<file path="src/rtl/l2resp_buf_pkg.sv">
// Shared response-entry layout for the L2 return path; also used by the dcache miss handler.
package l2resp_buf_pkg;

  localparam int ENTRY_W = 63;

  // Field order {addr, wen, rdata} is fixed: the miss handler unpacks the same layout.
  typedef struct packed {
    logic [29:0] addr;
    logic        wen;
    logic [31:0] rdata;
  } resp_entry_t;

endpackage

</file>
<file path="src/rtl/l2resp_buf_chk.sv">
// Simulation-only invariant checks for the L2 response buffer.
module l2resp_buf_chk #(
  parameter int DEPTH = 8,
  parameter int AW    = 3
) (
  input logic        clk,
  input logic        rst,
  input logic        l2req_fire,
  input logic        issue_ok,
  input logic [AW:0] outstanding,
  input logic [AW:0] count
);

  localparam logic [AW:0] DEPTH_CNT = (AW+1)'(DEPTH);

  // Upstream must never fire without permission; counters must stay ordered.
  always @(posedge clk) begin
    if (rst) begin
      assert (!(l2req_fire && !issue_ok))
        else $error("l2resp_buf: request fired while issue_ok=0");
      assert (outstanding <= DEPTH_CNT)
        else $error("l2resp_buf: outstanding exceeds DEPTH");
      assert (count <= outstanding)
        else $error("l2resp_buf: occupancy exceeds outstanding");
    end
  end

endmodule

</file>
<file path="src/rtl/l2resp_buf_store.sv">
// Response storage: array plus wrap-bit pointers, exposing full/empty/occupancy.
module l2resp_buf_store
  import l2resp_buf_pkg::*;
#(
  parameter int DEPTH = 8,
  parameter int AW    = 3
) (
  input  logic               clk,
  input  logic               rst,
  input  logic               wr_en,
  input  logic [ENTRY_W-1:0] wr_data,
  input  logic               rd_en,
  output logic [ENTRY_W-1:0] rd_data,
  output logic               full,
  output logic               empty,
  output logic [AW:0]        count
);

  localparam logic [AW:0] PTR_ONE = (AW+1)'(1);

  logic [ENTRY_W-1:0] mem_r [DEPTH];
  logic [AW:0]        wr_ptr_r;
  logic [AW:0]        rd_ptr_r;

  // Pointer registers; the top bit toggles on each wrap to tell full from empty.
  always_ff @(posedge clk or negedge rst) begin
    if (!rst) begin
      wr_ptr_r <= {(AW+1){1'b0}};
      rd_ptr_r <= {(AW+1){1'b0}};
    end else begin
      if (wr_en) wr_ptr_r <= wr_ptr_r + PTR_ONE;
      if (rd_en) rd_ptr_r <= rd_ptr_r + PTR_ONE;
    end
  end

  // Entry array is deliberately not reset.
  always_ff @(posedge clk) begin
    if (wr_en) mem_r[wr_ptr_r[AW-1:0]] <= wr_data;
  end

  assign rd_data = mem_r[rd_ptr_r[AW-1:0]];
  assign empty   = (wr_ptr_r == rd_ptr_r);
  assign full    = (wr_ptr_r[AW] != rd_ptr_r[AW]) && (wr_ptr_r[AW-1:0] == rd_ptr_r[AW-1:0]);
  assign count   = wr_ptr_r - rd_ptr_r;

endmodule

</file>
<file path="src/rtl/l2resp_buf.sv">
// L2 -> dcache response buffer with outstanding-request accounting and a sticky protocol error.
module l2resp_buf
  import l2resp_buf_pkg::*;
#(
  parameter int DEPTH = 8,
  parameter int AW    = 3
) (
  input  logic        clk,
  input  logic        rst,
  input  logic        l2req_fire,
  output logic        l2resp_issue_ok,
  input  logic        l2_l2resp_valid,
  input  logic [29:0] l2_l2resp_addr,
  input  logic        l2_l2resp_wen,
  input  logic [31:0] l2_l2resp_rdata,
  output logic        l2resp_l2_ready,
  output logic        l2resp_dc_valid,
  output logic [29:0] l2resp_dc_addr,
  output logic        l2resp_dc_wen,
  output logic [31:0] l2resp_dc_rdata,
  input  logic        dcache_l2resp_ready,
  output logic        l2resp_err,
  output logic [AW:0] l2resp_count
);

  localparam logic [AW:0] DEPTH_CNT = (AW+1)'(DEPTH);
  localparam logic [AW:0] CNT_ONE   = (AW+1)'(1);
  localparam logic [AW:0] CNT_ZERO  = (AW+1)'(0);

  logic [AW:0] outstanding_r;
  logic [AW:0] outstanding_nxt_s;
  logic [AW:0] count_s;
  logic [AW:0] pending_s;
  logic        full_s;
  logic        empty_s;
  logic        resp_accept_s;
  logic        resp_drop_s;
  logic        dc_pop_s;
  logic        err_r;
  resp_entry_t wr_entry_s;
  resp_entry_t rd_entry_s;
  resp_entry_t head_s;

  assign wr_entry_s = '{addr: l2_l2resp_addr, wen: l2_l2resp_wen, rdata: l2_l2resp_rdata};

  l2resp_buf_store #(.DEPTH(DEPTH), .AW(AW)) u_store (
    .clk     (clk),
    .rst     (rst),
    .wr_en   (resp_accept_s),
    .wr_data (wr_entry_s),
    .rd_en   (dc_pop_s),
    .rd_data (rd_entry_s),
    .full    (full_s),
    .empty   (empty_s),
    .count   (count_s)
  );

  // Pending uses registered state only, so a same-cycle request never legalises a response.
  assign pending_s       = outstanding_r - count_s;
  assign l2resp_l2_ready = !full_s;
  assign resp_accept_s   = l2_l2resp_valid & !full_s & (pending_s != CNT_ZERO);
  assign resp_drop_s     = l2_l2resp_valid & !full_s & (pending_s == CNT_ZERO);
  assign dc_pop_s        = !empty_s & dcache_l2resp_ready;
  assign l2resp_issue_ok = (outstanding_r < DEPTH_CNT);
  assign l2resp_count    = count_s;
  assign l2resp_err      = err_r;

  // Outstanding next value; saturates at DEPTH if upstream ignores issue_ok.
  always_comb begin
    outstanding_nxt_s = outstanding_r;
    if (l2req_fire && !dc_pop_s) begin
      if (outstanding_r != DEPTH_CNT) outstanding_nxt_s = outstanding_r + CNT_ONE;
      else                            outstanding_nxt_s = outstanding_r;
    end else if (!l2req_fire && dc_pop_s) begin
      outstanding_nxt_s = outstanding_r - CNT_ONE;
    end else begin
      outstanding_nxt_s = outstanding_r;
    end
  end

  // Outstanding counter and sticky error flag.
  always_ff @(posedge clk or negedge rst) begin
    if (!rst) begin
      outstanding_r <= CNT_ZERO;
      err_r         <= 1'b0;
    end else begin
      outstanding_r <= outstanding_nxt_s;
      if (resp_drop_s) err_r <= 1'b1;
    end
  end

  // Head fields read as zero while empty so unreset storage never leaks out.
  always_comb begin
    head_s = '{addr: 30'd0, wen: 1'b0, rdata: 32'd0};
    if (empty_s) head_s = '{addr: 30'd0, wen: 1'b0, rdata: 32'd0};
    else         head_s = rd_entry_s;
  end

  assign l2resp_dc_valid = !empty_s;
  assign l2resp_dc_addr  = head_s.addr;
  assign l2resp_dc_wen   = head_s.wen;
  assign l2resp_dc_rdata = head_s.rdata;

  l2resp_buf_chk #(.DEPTH(DEPTH), .AW(AW)) u_chk (
    .clk         (clk),
    .rst         (rst),
    .l2req_fire  (l2req_fire),
    .issue_ok    (l2resp_issue_ok),
    .outstanding (outstanding_r),
    .count       (count_s)
  );

endmodule

</file>
<file path="config.mk">
export PLATFORM = sky130hd
export DESIGN_NAME = l2resp_buf
export DESIGN_NICKNAME = d
export VERILOG_FILES = /design/src/rtl/l2resp_buf_pkg.sv /design/src/rtl/l2resp_buf_chk.sv /design/src/rtl/l2resp_buf_store.sv /design/src/rtl/l2resp_buf.sv
export SDC_FILE = /design/constraint.sdc
export NUM_CORES = 1
export LEC_CHECK = 0
export ABC_CLOCK_PERIOD_IN_PS = 28300
export BUFFER_PORTS_ARGS = -buffer_cell sky130_fd_sc_hd__buf_2
export CAP_MARGIN = 10
export CORE_ASPECT_RATIO = 2
export CORE_UTILIZATION = 60
export CTS_BUF_LIST = sky130_fd_sc_hd__clkbuf_4 sky130_fd_sc_hd__clkbuf_8 sky130_fd_sc_hd__clkbuf_16
export DETAILED_ROUTE_END_ITERATION = 16
export GPL_TIMING_DRIVEN = 0
export PLACE_DENSITY = 0.83
export SETUP_SLACK_MARGIN = 0.2
export SLEW_MARGIN = 0
export SYNTH_ARGS = -nofsm -noshare
export SYNTH_HDL_FRONTEND = slang
export SYNTH_SLANG_ARGS = --single-unit
</file>
<file path="constraint.sdc">
create_clock -name clk -period 28.3 [get_ports clk]
set_clock_uncertainty 0.15 [all_clocks]
set_input_delay 5.66 -clock clk [delete_from_list [all_inputs] [get_ports clk]]
set_output_delay 5.66 -clock clk [all_outputs]
set_load 0.05 [all_outputs]
</file>
==> impl_metrics.env <==
export IMPL_status="complete, no violations"
export IMPL_cp_max_fo=10
export IMPL_cts_tree="yes"
export IMPL_cts_inserted_buffers=42
export IMPL_dr_pass1_iters=5
export IMPL_htree_levels=2
export IMPL_drive_gt1_share_pct=34.4
export IMPL_path_buf_inv=5
export IMPL_port_buffer_count=138
export IMPL_wl_met3_um=3260
export IMPL_synth_area_leader_cell="edfxtp_1"
export IMPL_critPathArrivalTime_ns=4.32
export IMPL_totalWireLength_um=45500
export IMPL_initialDrtViolationCount=1076
export IMPL_met1Wirelength_um=16100
export IMPL_rsz0062_at_grt="no"
export IMPL_gp_congestion=0.755
export IMPL_hold_class="flop to flop"
export IMPL_post_cts_buffers=0
export IMPL_nets=1287
export IMPL_ctsHoldBuffers=0
export IMPL_yosysSeqAreaShare_pct=77.5
export IMPL_r2r_slack_ns=22.55
export IMPL_worstSetupPathType="flop to output port"
export IMPL_top_layer="met5"
export IMPL_crit_path_frequent_cell="buf_2"
export IMPL_wl_met2_um=24000
export IMPL_antenna_left=0
export IMPL_cts_resized=0
export IMPL_clock_sinks=517
export IMPL_async_reset_ff_share_pct=2.51
export IMPL_track_usage_pct=27.7
export IMPL_crit_chain="buf_2 -> buf_1 -> inv_1 -> ha_1 -> nand3_1 -> nor2_2 -> clkbuf_1 -> a21oi_1 -> buf_2"
export IMPL_clk_pin_slew_ns=0.07
export IMPL_syn_area_mm2=0.0199
export IMPL_chipHeight_um=260
export IMPL_hold_viol_final=0
export IMPL_vias=10700
export IMPL_final_common_cell="edfxtp_1"
export IMPL_grt_first_pass_wirelength_um=66500
export IMPL_fp_row_count=94
export IMPL_synth_edf_count=504
export IMPL_required_ns=22.49
export IMPL_critPathSlowestCell="clkbuf_1"
export IMPL_vias_per_cell=6.36
export IMPL_setup_violations=0
export IMPL_finalCriticalPeriod_ns=10.13
export IMPL_synthCells=966
export IMPL_totalNegativeSetupSlack_ns=0
export IMPL_coreArea_mm2=0.0328
export IMPL_slew_violations=0
export IMPL_synth_top_cell_area_share_pct=75.9
export IMPL_clock_path_buffers=3
export IMPL_dieArea_mm2=0.0340
export IMPL_mostFrequentLayoutCells="edfxtp_1, buf_2, nand2_1"
export IMPL_slowest_delay_ns=0.63
export IMPL_fin_crit_sh_pct=35.8
export IMPL_grt_max_degree=27
export IMPL_synth_warnings=0
export IMPL_yosysUniqueCellTypes=41
export IMPL_grt_ovfl_total=0
export IMPL_drc_errors=0
export IMPL_worstMarginPinSlew_ns=0.982
export IMPL_wl_per_cell_um=27.1
export IMPL_cp_end_kind="output port"
export IMPL_clk_latency_ns=0.55
export IMPL_syn_mean_instance_area_um2=20.6
export IMPL_startpoint_type="flop"
export IMPL_die_w_um=131
export IMPL_synthTopCellsByArea="edfxtp_1, mux4_2, nand2_1"
export IMPL_grt_pass1_vias=11000
export IMPL_areaGrowthSynthToFinish_pct=17.0
export IMPL_critPathTopFamily="buffers and inverters"
export IMPL_io_pins=139
export IMPL_max_slew_margin_pct=34.0
export IMPL_ys_ff_latch=517
export IMPL_syn_nets=1046
export IMPL_hpwlAfterDp_um=29000
export IMPL_antenna_found_initial=9
export IMPL_cts_root_buffer="clkbuf_16"
export IMPL_cap_violations=0
export IMPL_synth_main_ff_cell="edfxtp_1"
export IMPL_max_freq_mhz=98.7
export IMPL_start_util_pct=60.8
==> cells in the mapped netlist, types with 3 or more instances <==
cell	count
edfxtp_1	504
nand2_1	132
mux4_2	126
a21oi_1	66
clkbuf_1	28
buf_2	13
dfrtp_1	13
ha_1	10
inv_1	9
xnor2_1	9
buf_1	8
nand3_1	4
a21o_1	3
nor3_1	3
==> cell families after synthesis <==
logic type      Yosys count  synth area share (%)
xor+xnor                 12                 0.565
buf+inv                  60                  1.23
compound gates           77                  2.09
fa+ha+maj                12                 0.828
simple gates            159                  3.37
flops                   517                  77.5
mux                     129                  14.4
==> final timing paths <==
check / startpoint / to / cells past startpoint
worst max-delay path: u_store.rd_ptr_r[1] / l2resp_dc_rdata[18] / 9
worst min-delay path: l2resp_err / l2resp_err / 1
worst max register to register: u_store.rd_ptr_r[1] / u_store.mem_r[6][25] / 16
worst min register to register: l2resp_err / l2resp_err / 1
max in group asynchronous: rst / l2resp_err / 1
min in group asynchronous: rst / u_store.rd_ptr_r[1] / 1
==> registers in the layout (all words and copies together) (netlist names) <==
| signal | flops |
|---|---|
| l2resp_err | 1 |
| outstanding_r | 4 |
| u_store.mem_r | 504 |
| u_store.rd_ptr_r | 4 |
| u_store.wr_ptr_r | 4 |
==> cell type report <==
| type | count | area (um2) |
|---|---|---|
| flip-flops and latches | 517 | 15500 |
| fillers | 1881 | 9480 |
| multi-input cells | 389 | 4290 |
| repair buffers | 197 | 1360 |
| clock buffers | 54 | 1190 |
| well taps | 432 | 541 |
| clock inverters | 20 | 225 |
| plain buffers | 50 | 208 |
| inverters | 10 | 37.5 |
| diodes | 7 | 17.5 |
==> worst reg2reg max path: stages, from the launching register on <==
cell     delay [ns]
dfrtp_1        0.40
buf_2          0.33
buf_1          0.57
inv_1          0.23
fa_1           0.48
xnor2_1        0.22
ha_1           0.30
and3b_1        0.19
or3_1          0.38
o211a_1        0.16
o21ai_2        0.22
nand3_1        0.23
nor3b_2        0.77
buf_8          0.24
buf_6          0.19
buf_6          0.20
buf_6          0.19
==> layer usage <==
layer	global-route usage, %	vias up
met5	0	-
met4	14.6	6
met3	4.26	143
met2	46.0	644
met1	35.2	5486
li1	-	4382
==> through the flow <==
| step | util (%) | instance area, um2 | std cells | setup WS, ns | hold slack (ns) |
|---|---|---|---|---|---|
| after floorplan | - | 19900 | 966 | 15.56 | 0.343 |
| after global placement | 64.5 | 21200 | 1536 | 9.85 | 0.293 |
| after detailed placement | 66.7 | 21900 | 1595 | 18.86 | 0.295 |
| after CTS | 71.0 | 23300 | 1669 | 18.24 | 0.313 |
| after global routing | 71.1 | 23300 | 1676 | 18.01 | 0.343 |
| final | 71.1 | 23300 | 1676 | 18.17 | 0.314 |
Power is left out: the tool's default activity adds up to more than one toggle a clock period on the data nets, which glitch-free logic cannot reach.
